[config.mk]
export PLATFORM = sky130hd
export DESIGN_NAME = combinational_multiplier_flat
export DESIGN_NICKNAME = d
export VERILOG_FILES = /design/src/rtl/combinational_multiplier_if.sv /design/src/rtl/combinational_multiplier.sv /design/src/flat_wrapper.sv
export SDC_FILE = /design/constraint.sdc
export NUM_CORES = 1
export LEC_CHECK = 0
export CAP_MARGIN = 30
export CORE_ASPECT_RATIO = 1.4
export CORE_MARGIN = 5
export CORE_UTILIZATION = 39
export DETAILED_ROUTE_END_ITERATION = 10
export PLACE_DENSITY = 0.8
export SYNTH_ARGS = -nofsm -noshare
export SYNTH_HDL_FRONTEND = slang
export SYNTH_HIERARCHICAL = 1
export SYNTH_SLANG_ARGS = --single-unit
[constraint.sdc]
create_clock -name clk -period 5.7 [get_ports clk]
set_clock_uncertainty 0.1 [all_clocks]
set_input_delay 0.855 -clock clk [delete_from_list [all_inputs] [get_ports clk]]
set_output_delay 0.855 -clock clk [all_outputs]
set_load 0.05 [all_outputs]
[src/rtl/combinational_multiplier_if.sv]
// Operand/result bundle for the unsigned array multiplier.
// The master drives operands; the slave returns combinational and registered products.
interface combinational_multiplier_if #(
  parameter int WIDTH = 4
);
  logic [WIDTH-1:0]   A;
  logic [WIDTH-1:0]   B;
  logic               in_valid;
  logic [2*WIDTH-1:0] product;
  logic [2*WIDTH-1:0] product_q;
  logic               out_valid;

  modport master (
    output A, B, in_valid,
    input  product, product_q, out_valid
  );

  modport slave (
    input  A, B, in_valid,
    output product, product_q, out_valid
  );
endinterface

[src/rtl/combinational_multiplier.sv]
// Unsigned WIDTH x WIDTH array multiplier built from an AND matrix and ripple
// rows of full adders, with a single registered copy of the product.
module full_adder (
  input  logic a,
  input  logic b,
  input  logic cin,
  output logic sum,
  output logic cout
);
  assign sum  = a ^ b ^ cin;
  assign cout = (a & b) | (a & cin) | (b & cin);
endmodule

module combinational_multiplier #(
  parameter int WIDTH = 4
) (
  input logic                        clk,
  input logic                        rst_n,
  combinational_multiplier_if.slave  bus
);
  localparam int PW = 2 * WIDTH;

  logic [WIDTH-1:0] pp      [WIDTH];
  logic [WIDTH-1:0] run_s   [WIDTH];
  logic [WIDTH-1:0] sum_row [1:WIDTH-1];
  logic [WIDTH:0]   carry   [1:WIDTH-1];
  logic [PW-1:0]    prod_s;
  logic [PW-1:0]    product_q_r;
  logic             out_valid_r;

  genvar i, j;
  generate
    for (i = 0; i < WIDTH; i++) begin : g_pp_row
      for (j = 0; j < WIDTH; j++) begin : g_pp_bit
        assign pp[i][j] = bus.A[j] & bus.B[i];
      end
    end

    // run_s[i] carries the not-yet-retired upper bits of the running sum.
    assign prod_s[0] = pp[0][0];
    assign run_s[0]  = {1'b0, pp[0][WIDTH-1:1]};

    for (i = 1; i < WIDTH; i++) begin : g_row
      assign carry[i][0] = 1'b0;
      for (j = 0; j < WIDTH; j++) begin : g_fa
        full_adder u_fa (
          .a    (pp[i][j]),
          .b    (run_s[i-1][j]),
          .cin  (carry[i][j]),
          .sum  (sum_row[i][j]),
          .cout (carry[i][j+1])
        );
      end
      assign prod_s[i] = sum_row[i][0];
      assign run_s[i]  = {carry[i][WIDTH], sum_row[i][WIDTH-1:1]};
    end
  endgenerate

  assign prod_s[PW-1:WIDTH] = run_s[WIDTH-1];
  assign bus.product        = prod_s;

  // Output register: captures the product only on qualified cycles.
  always_ff @(posedge clk or negedge rst_n) begin
    if (!rst_n) begin
      product_q_r <= {PW{1'b0}};
      out_valid_r <= 1'b0;
    end else begin
      out_valid_r <= bus.in_valid;
      if (bus.in_valid) begin
        product_q_r <= prod_s;
      end else begin
        product_q_r <= product_q_r;
      end
    end
  end

  assign bus.product_q = product_q_r;
  assign bus.out_valid = out_valid_r;
endmodule

[src/flat_wrapper.sv]
// flat-port wrapper written by rule: the top's interface ports become plain ports
module combinational_multiplier_flat 
#(
  parameter int WIDTH = 4
)
  (clk, rst_n, bus_A, bus_B, bus_in_valid, bus_product, bus_product_q, bus_out_valid);
  combinational_multiplier_if #(.WIDTH(WIDTH)) bus_i ();
  input logic clk;
  input logic rst_n;
  input wire logic [$bits(bus_i.A)-1:0] bus_A;
  input wire logic [$bits(bus_i.B)-1:0] bus_B;
  input wire logic [$bits(bus_i.in_valid)-1:0] bus_in_valid;
  output wire logic [$bits(bus_i.product)-1:0] bus_product;
  output wire logic [$bits(bus_i.product_q)-1:0] bus_product_q;
  output wire logic [$bits(bus_i.out_valid)-1:0] bus_out_valid;
  assign bus_i.A = bus_A;
  assign bus_i.B = bus_B;
  assign bus_i.in_valid = bus_in_valid;
  assign bus_product = bus_i.product;
  assign bus_product_q = bus_i.product_q;
  assign bus_out_valid = bus_i.out_valid;
  combinational_multiplier #(.WIDTH(WIDTH)) u_core (.clk(clk), .rst_n(rst_n), .bus(bus_i));
endmodule
Word level (Yosys, flattened, before mapping)
Index checks and enable logic that the tools add are counted.

cells by class
  bitwise logic cells = 80

operator list
  cell           count
  $and A1 B1 Y1  44
  $xor A1 B1 Y1  20
  $or A1 B1 Y1   16

storage, ports and cells
  word-level logic and storage cells = 82
  bits in registers = 9

Longest topological paths before layout
Gate-level depths: netlist of the first run.

  depth in word-level cells = 20
  depth in mapped cells = 10
  mapped depth without buffers = 10

Cells and area by module
The synthesis of the first run kept the hierarchy.

by module, submodules not included
  module                    times used  cells each  area each (um2)  seq. area each (um2)
  combinational_multiplier  1           40          500.5            225.2
  full_adder                12          1           20.0             0.0

Worst setup path after synthesis of the first run
No wires, ideal clock.

  kind = input to output
  start = input bus_B[1]
  end = output bus_product[6]
  data required time = 4745 ps
  stages on the path = 10
  arrival = 4626 ps
  setup slack = 119 ps
  cells stage by stage = and2_1 fa_1 fa_1 fa_1 fa_1 fa_1 fa_1 fa_1 fa_1 buf_4

RTL lines
  what         RTL line            RTL
  from (decl)  flat_wrapper.sv:11  input wire logic [$bits(bus_i.B)-1:0] bus_B;
  to (decl)    flat_wrapper.sv:13  output wire logic [$bits(bus_i.product)-1:0] bus_product;

==> qor.yml, run 1 <==
run_status:
  status: "finished, final reports clean"
logic_synthesis:
  ys_ff_latch: 9
  syn_area_um2: 741
  ys_warn_count: 6
  avgSynthCellArea_um2: 14.2
  synth_cell_types: 8
  syn_inst: 52
  ys_seq_area_frac: 0.304
clock_tree:
  clock_sinks: 9
  numCtsBuffers: 3
  path_clk_slew_ns: 0.06
  cts_root_buffer: "clkbuf_4"
  holdBufCountCts: 0
  clk_latency_ns: 0.25
  cts_tree: "done"
  cts_buffer_depth: 2
  h-tree-depth: 1
route:
  wl_per_cell_um: 14.2
  routed_wl_um: 1490
  drc: 0
  via_count: 496
  via_per_inst: 4.72
  drt_pass1_iterations: 1
  ant_nets: 0
  drt_iter0_drc: 0
timing:
  tns_ns: 0
  fin_crit_sh: 0.980
  maxSlewHeadroom: 0.613
  fmax_ghz: 0.179
  fin_crit_ns: 5.59
  rsz0062_at_grt: "no"
  max_slew.worst_pin.slew_ns: 0.578
  setup_viol: 0
  finalHoldViolations: 0
  slew_viol_final: 0
floorplanning:
  dieArea_um2: 2880
  ios: 28
  core_um2: 1780
  die_w_um: 46.8
  placement_rows: 18
  initial_core_util: 0.416
  fp.dieH_um: 61.6
layout:
  drive_gt1_frac: 0.435
  final-seq-area_um2: 225
  antenna_cells: 0
  final_nets: 109
  final_cell_mix: "18 x clkdlybuf4s50_1, 13 x and2_1, 9 x dfrtp_1, 9 x fa_2, 8 x mux2_4"
  layout_commonest_cell: "clkdlybuf4s50_1"
  syn2layout_area_growth_pct: 47.8
  multi_input_area_um2: 505
  nFillCells: 157
  utilization: 0.615
critical_path:
  path_class: "in -> out"
  cp.arrival_ns: 4.63
  cp.required_ns: 4.74
  end_kind: "primary output"
  worst-r2r-cell-count: 1
  r2r-start: "u_core/bus.product_q[4]$_DFFE_PN0P_"
  rr_endpoint: "u_core/bus.product_q[4]$_DFFE_PN0P_"
  cp-start-kind: "primary input"
  cp_max_fo: 2
  startpoint: "bus_B[0]"
  cp-endpoint: "bus_product[6]"
  reg2reg_slack_ns: 4.82
grt:
  antenna_found_initial: 0
  gr-total-overflow: 0
  grtUsageMet2: 0.221
  track_usage: 0.129
  grt_pass1_vias: 554
  grt_max_degree: 10
  grt_pass1_wl_um: 2470
  busiest_layer: "met2"
  grt_util_met3: 0.0175
  met1_usage: 0.133
power_and_ir_drop:
  powerDensity_nw_per_um2: 462
  peakVddDrop_mv: 0.237
  leakage_nw: 0.492
run:
  maxCapViolCount: 0
placement:
  portBuffers: 27
  gp_congestion: 0.719
  hpwl_um: 1240
hold_path:
  hp-class: "reg -> reg"
## what timing repair did
item / 4_1_cts / 5_1_grt
setup endpoints to repair: 3 / 1
pin swaps: 11 / 1
buffers inserted: 0 / 0
resized for setup: 27 / 0
gates cloned: 0 / 0
## where the power goes
part           internal (mW)  switching (mW)
logic                  0.157           0.205
registers             0.0841          0.0119
clock network         0.0269          0.0216
## logic make-up after synthesis
| logic type | Yosys count | share of synthesized area |
|---|---|---|
| simple gates | 16 | 0.139 |
| flops | 9 | 0.304 |
| mux | 8 | 0.162 |
| fa+ha+maj | 12 | 0.324 |
| buf+inv | 6 | 0.0659 |
| other cells | 1 | 0.00506 |
## state kept, by name, indices dropped and copies added, names as in the netlist
name	flops
u_core/bus.product_q	8
u_core/bus.out_valid	1
## cells in the mapped netlist
cell type,number,share of area
and2_1,15,0.13
fa_1,12,0.32
dfrtp_1,9,0.30
mux2_4,8,0.16
buf_4,5,0.051
and2_4,1,0.012
buf_6,1,0.015
conb_1,1,0.0051
## worst max-delay path, cell delays in order
cell and delay [ns]:
buf_2 0.11, and2_4 0.15, fa_2 0.36, fa_2 0.37
fa_2 0.56, fa_2 0.44, fa_2 0.36, fa_2 0.37
fa_2 0.36, fa_1 0.55, buf_12 0.15
## layout make-up
type	instances	area share
multi-input cells	40	0.462
well taps	20	0.0229
flip-flops and latches	9	0.206
repair buffers	32	0.286
clock buffers	4	0.0240
## layer usage
metal,up-vias,wire length (µm)
met1,247,522
met5,-,0
met3,4,118
li1,222,-
met2,23,795
met4,0,57
## stage by stage
stage	hold slack, ns	instance area [µm²]	worst slack (ns)	instances	total power, mW
3_5_place_dp	0.396	1060	-0.482	101	0.456
2_1_floorplan	0.459	752	0.119	55	0.338
4_1_cts	0.415	1090	0.0258	105	0.512
6_report	0.417	1090	0.115	105	0.506
3_3_place_gp	0.394	1060	-0.426	101	0.450
5_1_grt	0.426	1090	0.00341	105	0.533
## worst min path at each step
stage	startpoint	end	cells after the start
6_report	u_core/bus.product_q[3]$_DFFE_PN0P_	u_core/bus.product_q[3]$_DFFE_PN0P_	1
5_1_grt	u_core/bus.product_q[5]$_DFFE_PN0P_	u_core/bus.product_q[5]$_DFFE_PN0P_	1
4_1_cts	u_core/bus.product_q[3]$_DFFE_PN0P_	u_core/bus.product_q[3]$_DFFE_PN0P_	1
3_5_place_dp	u_core/bus.product_q[3]$_DFFE_PN0P_	u_core/bus.product_q[3]$_DFFE_PN0P_	1
3_3_place_gp	u_core/bus.product_q[3]$_DFFE_PN0P_	u_core/bus.product_q[3]$_DFFE_PN0P_	1
2_1_floorplan	rst_n	u_core/bus.out_valid$_DFF_PN0_	0
(Power assumes the default switching activity.)
==> run 2: changes to the inputs <==
CELL_PAD_IN_SITES_DETAIL_PLACEMENT = 1   (was unset)
CELL_PAD_IN_SITES_GLOBAL_PLACEMENT = 2   (was unset)
CORE_UTILIZATION = 25   (was 39)
PLACE_DENSITY = 0.79   (was 0.8)
==> run 2 against run 1 <==
Count of clock-buffer cells in the layout unchanged. Via count rose by 0.40%. Fmax about the same. Largest power group unchanged. Critical endpoint unchanged. Worst hold slack got worse by 0.0067 ns.
==> qor.yml, run 2 (synthesized netlist as in run 1, its figures left out) <==
floorplanning:
  placement_rows: 23  # +5
  initial_core_util: 0.260  # -0.156
  dieArea_um2: 4170  # +45%
  core_um2: 2850  # +60%
  ios: 28  # unchanged
  fp.dieH_um: 74.4  # +21%
  die_w_um: 56.0  # +20%
hold_path:
  min_delay_path_depth: 1  # unchanged
  hp-start: "u_core/bus.product_q[4]$_DFFE_PN0P_"
  hp-class: "reg -> reg"
  min_to: "u_core/bus.product_q[4]$_DFFE_PN0P_"
timing:
  maxSlewHeadroom: 0.617  # +0.00396
  max_slew.worst_pin.slew_ns: 0.572  # -0.00592 ns
  setup_viol: 0  # unchanged
  slew_viol_final: 0  # unchanged
  finalHoldViolations: 0  # unchanged
  rsz0062_at_grt: "no"
  fin_crit_sh: 0.980  # about the same
  fin_crit_ns: 5.58  # -0.000664 ns
  hold_slack_ns: 0.410  # -0.00668 ns
  fmax_ghz: 0.179  # about the same
clock_tree:
  cts_setup_buffers: 0  # unchanged
  cts_tree: "done"
  path_clk_slew_ns: 0.04  # -0.02 ns
  clock_sinks: 9  # unchanged
  clk_latency_ns: 0.23  # -0.02 ns
  cts_root_buffer: "clkbuf_8"
  holdBufCountCts: 0  # unchanged
  h-tree-depth: 1  # unchanged
  numCtsBuffers: 3  # unchanged
  cts_buffer_depth: 2  # unchanged
layout:
  final_cell_mix: "18 x clkdlybuf4s50_1, 13 x and2_1, 10 x fa_2"
  antenna_cells: 0  # unchanged
  layout_commonest_cell: "clkdlybuf4s50_1"
  nFillCells: 305  # +94%
  final_nets: 109  # unchanged
  largest_register_ff_count: 8  # unchanged
  utilization: 0.399  # -0.216
  syn2layout_area_growth_pct: 53.5
  drive_gt1_frac: 0.447  # +0.0118
route:
  ant_nets: 0  # unchanged
  routed_wl_um: 1720  # +15%
  drt_iter0_drc: 6  # +6
  via_count: 498  # +0.40%
  via_per_inst: 4.08  # -14%
  wl_per_cell_um: 14.1  # -0.68%
  drt_pass1_iterations: 2  # +1
  drc: 0  # unchanged
power_and_ir_drop:
  leakage_nw: 0.499  # +1.3%
  powerDensity_nw_per_um2: 471  # +1.9%
  sw_frac_of_total: 0.456  # -0.0153
  peakVddDrop_mv: 0.229  # -3.4%
  p_int_uw: 291  # +8.9%
  p_switching_uw: 244  # +2.4%
  p_seq_frac: 0.180  # -0.010
  p_comb_frac: 0.686  # -0.029
  clockPowerShare: 0.135  # +0.039
grt:
  track_usage: 0.0983  # -0.0303
  gr-total-overflow: 0  # unchanged
  grt_pass1_vias: 624  # +13%
  grt_max_degree: 10  # unchanged
  grt_pass1_wl_um: 3080  # +25%
  antenna_found_initial: 0  # unchanged
critical_path:
  worst-path-buf-inv: 2  # unchanged
  cp.required_ns: 4.74  # about the same
  cp-start-kind: "primary input"
  cp.depth: 11  # unchanged
  cp_slowest_cell: "fa_2"
  end_kind: "primary output"
  worst-r2r-cell-count: 1  # unchanged
  cpMostUsedCell: "fa_2"
  cp.arrival_ns: 4.63  # about the same
  r2r-start: "u_core/bus.product_q[5]$_DFFE_PN0P_"
  cp_max_fo: 4  # +2
  reg2reg_slack_ns: 4.83  # about the same
  max_stage_delay_ns: 0.57  # about the same
  path_class: "in -> out"
  cp_top_family: "adder cells"
  path_cells: "buf_2 -> and2_4 -> fa_2 -> fa_2 -> fa_2 -> fa_2 -> fa_2 -> fa_2 -> fa_2 -> fa_2 -> buf_12"
  rr_endpoint: "u_core/bus.product_q[5]$_DFFE_PN0P_"
placement:
  hpwl_um: 1450  # +17%
  gp_congestion: 0.696  # -3.2%
  portBuffers: 27  # unchanged
run_status:
  status: "finished, final reports clean"
run:
  maxCapViolCount: 0  # unchanged
-- run 2: cell count changes in the layout (fill, tap and decap cells not counted), sizes merged --
cell and delta:
buf -1, clkbuf +1
-- run 2: worst max path at each step --
stage	start	end	slack (ns)
after global routing	bus_A[1]	bus_product[6]	0.02
after floorplan	bus_B[1]	bus_product[6]	0.12
after CTS	bus_A[0]	bus_product[6]	0.001
after detailed placement	bus_A[1]	bus_product[6]	-0.54
final	bus_A[1]	bus_product[6]	0.12
after global placement	bus_A[1]	bus_product[6]	-0.46
-- run 2: layer usage --
metal / vias to the layer above / GRT usage / wire length [µm] / part of all wire
li1: 218 / - / - / -
met1: 259 / 0.0959 / 571 / 0.33
met2: 19 / 0.190 / 1030 / 0.60
met3: 2 / 0.0278 / 106 / 0.062
met4: 0 / 0.0475 / 14 / 0.0081
met5: - / 0 / 0 / 0
-- run 2: area by class of cell --
type / count / area (µm²) / share of cell area
clock buffer: 4 / 45.0 / 0.0396
multi-input combinational: 40 / 508 / 0.447
sequential: 9 / 225 / 0.198
tap: 37 / 46.3 / 0.0407
timing repair buffer: 32 / 313 / 0.275
-- run 2: timing repair --
item	CTS	global route
pin swaps	9	8
gates resized for setup	25	2
setup endpoints to repair	3	2
hold endpoints to repair	0	0
-- run 2: power groups by stage --
stage                     sequential, mW  combinational (mW)  clock [mW]
after global routing              0.0999               0.388      0.0775
after floorplan                    0.166               0.172           0
after detailed placement          0.0974               0.363           0
final                             0.0963               0.367      0.0721
after CTS                         0.0968               0.370      0.0747
after global placement            0.0956               0.357           0
-- run 2: per-stage QoR --
step | instance area, µm² | TNS, ns | total power, mW | cells | worst slack [ns]
floorplan | 752 | 0 | 0.338 | 55 | 0.119
CTS | 1140 | 0 | 0.542 | 122 | 0.00118
detailed placement | 1080 | -1.09 | 0.460 | 118 | -0.536
global route | 1140 | 0 | 0.565 | 122 | 0.0227
global placement | 1080 | -0.899 | 0.453 | 118 | -0.462
finish | 1140 | 0 | 0.536 | 122 | 0.115
==> run 3: changes to the inputs <==
==> constraint.sdc (replaced) <==
create_clock -name clk -period 5.7 [get_ports clk]
set_clock_uncertainty 0.1 [all_clocks]
set_input_delay 0.855 -clock clk [delete_from_list [all_inputs] [get_ports clk]]
set_output_delay 0.855 -clock clk [all_outputs]
set_load 0.1 [all_outputs]
==> run 3 against run 2 <==
Flip-flop and latch count unchanged. Count of clock-buffer cells in the layout is 1 lower. Register-to-register slack is essentially flat. Fmax barely moved. Cell area grew 3.4%. Core utilization rose by 1.4 points. Die area unchanged. Worst hold slack gained 0.0024 ns. Via count fell by 2.4%. Sequential share of layout area decreased by 0.65 points. Final cell count unchanged. Largest cell class unchanged. Highest routed layer unchanged.
==> qor.yml, run 3 (synthesized netlist as in run 1, its figures left out) <==
run_status:
  status: "finished, final reports clean"
critical_path:
  rr_endpoint: "u_core/bus.product_q[5]$_DFFE_PN0P_"
  cp.required_ns: 4.74  # about the same
  worst-r2r-cell-count: 1  # unchanged
  end_kind: "primary output"
  cp-start-kind: "primary input"
  reg2reg_slack_ns: 4.83  # about the same
  path_class: "in -> out"
  cp_max_fo: 2  # -2
  r2r-start: "u_core/bus.product_q[5]$_DFFE_PN0P_"
  cp.arrival_ns: 4.63  # about the same
clock_tree:
  path_clk_slew_ns: 0.04  # about the same
  clock_sinks: 9  # unchanged
  clk_latency_ns: 0.23  # about the same
  numCtsBuffers: 3  # unchanged
  h-tree-depth: 1  # unchanged
  cts_root_buffer: "clkbuf_8"
  cts_setup_buffers: 0  # unchanged
  cts_buffer_depth: 2  # unchanged
  cts_tree: "done"
floorplanning:
  fp.dieH_um: 74.4  # unchanged
  placement_rows: 23  # unchanged
  ios: 28  # unchanged
  core_um2: 2850  # unchanged
  initial_core_util: 0.260  # unchanged
  dieArea_um2: 4170  # unchanged
  die_w_um: 56.0  # unchanged
timing:
  fin_crit_sh: 0.981  # about the same
  rsz0062_at_grt: "no"
  fmax_ghz: 0.179  # about the same
  fin_crit_ns: 5.59  # +0.00510 ns
  finalHoldViolations: 0  # unchanged
  max_slew.worst_pin.slew_ns: 0.990  # +0.418 ns
  timing.final.ws_setup_ns: 0.110  # -0.00510 ns
  slew_viol_final: 0  # unchanged
  setup_viol: 0  # unchanged
  maxSlewHeadroom: 0.338  # -0.280
  tns_ns: 0  # unchanged
run:
  maxCapViolCount: 0  # unchanged
grt:
  grt_pass1_wl_um: 3120  # +1.3%
  antenna_found_initial: 0  # unchanged
  gr-total-overflow: 0  # unchanged
  track_usage: 0.0951  # -0.00325
  grt_max_degree: 10  # unchanged
  grt_pass1_vias: 627  # +0.48%
placement:
  gp_congestion: 0.723  # +4.0%
  pre_cts_slack_ns: -0.528  # +0.00771 ns
  hpwl_um: 1470  # +0.99%
  portBuffers: 27  # unchanged
  dp.cells: 118  # unchanged
layout:
  drive_gt1_frac: 0.482  # +0.0353
  stdcell_count: 122  # unchanged
  layout_commonest_cell: "clkdlybuf4s50_1"
  utilization: 0.413  # +0.0136
  final_cell_mix: "17 x clkdlybuf4s50_1, 12 x and2_1, 10 x fa_2"
  nFillCells: 295  # -3.3%
  syn2layout_area_growth_pct: 58.8
  antenna_cells: 0  # unchanged
  largest_register_ff_count: 8  # unchanged
  final_nets: 109  # unchanged
hold_path:
  hp-start: "u_core/bus.product_q[0]$_DFFE_PN0P_"
  min_delay_path_depth: 1  # unchanged
  min_to: "u_core/bus.product_q[0]$_DFFE_PN0P_"
  hp-class: "reg -> reg"
route:
  ant_nets: 0  # unchanged
  via_count: 486  # -2.4%
  via_per_inst: 3.98  # -2.4%
  drc: 0  # unchanged
  drt_iter0_drc: 1  # -5
  routed_wl_um: 1690  # -2.0%
  wl_per_cell_um: 13.8  # -2.0%
  drt_pass1_iterations: 2  # unchanged
run 3: cell count changes in the layout (fill, tap and decap cells not counted), sizes merged:
cell           before  now
buf                13   15
clkdlybuf4s50      18   17
clkbuf              5    3
clkinv              0    1
run 3: cell type report:
class,instances,area (µm²),share of cell area
multi-input cells,40,510,0.434
repair buffers,32,348,0.296
flip-flops and latches,9,225,0.191
well taps,37,46.3,0.0394
clock buffers,3,41.3,0.0351
clock inverters,1,5.00,0.00426
run 3: timing repair:
action	CTS	global route
hold buffers	0	0
pin swaps	13	10
setup endpoints to repair	3	1
resized for setup	30	1
run 3: layer usage:
| layer | share of wire | GRT usage | vias up | wire (µm) |
|---|---|---|---|---|
| met5 | 0 | 0 | - | 0 |
| met4 | 0.0089 | 0.0317 | 0 | 15 |
| met3 | 0.061 | 0.0243 | 2 | 103 |
| met2 | 0.58 | 0.185 | 21 | 981 |
| met1 | 0.35 | 0.0992 | 244 | 587 |
| li1 | - | - | 219 | - |
run 3: how the worst max path moves through the flow:
stage / cells after the start / endpoint / slack (ns) / startpoint
3_5_place_dp: 11 / bus_product[6] / -0.53 / bus_A[1]
2_1_floorplan: 10 / bus_product[6] / 0.03 / bus_B[1]
5_1_grt: 11 / bus_product[6] / 0.007 / bus_A[0]
3_3_place_gp: 11 / bus_product[6] / -0.49 / bus_A[1]
6_report: 11 / bus_product[6] / 0.11 / bus_A[0]
4_1_cts: 11 / bus_product[6] / -0.0004 / bus_B[0]
run 3: stage by stage:
stage | instance area (µm²) | hold WS (ns)
6_report | 1180 | 0.413
5_1_grt | 1180 | 0.431
4_1_cts | 1170 | 0.414
3_5_place_dp | 1100 | 0.396
3_3_place_gp | 1100 | 0.395
2_1_floorplan | 752 | 0.459
run 3: critical path, cell delays in order:
cell	delay [ns]
buf_2	0.11
and2_4	0.16
fa_2	0.38
fa_2	0.34
fa_2	0.34
fa_1	0.47
fa_2	0.37
fa_1	0.47
fa_2	0.38
fa_2	0.57
buf_12	0.18
Power of run 3 is not shown: default switching activity piles up to over one toggle a cycle in this logic, so the estimate is an artifact.
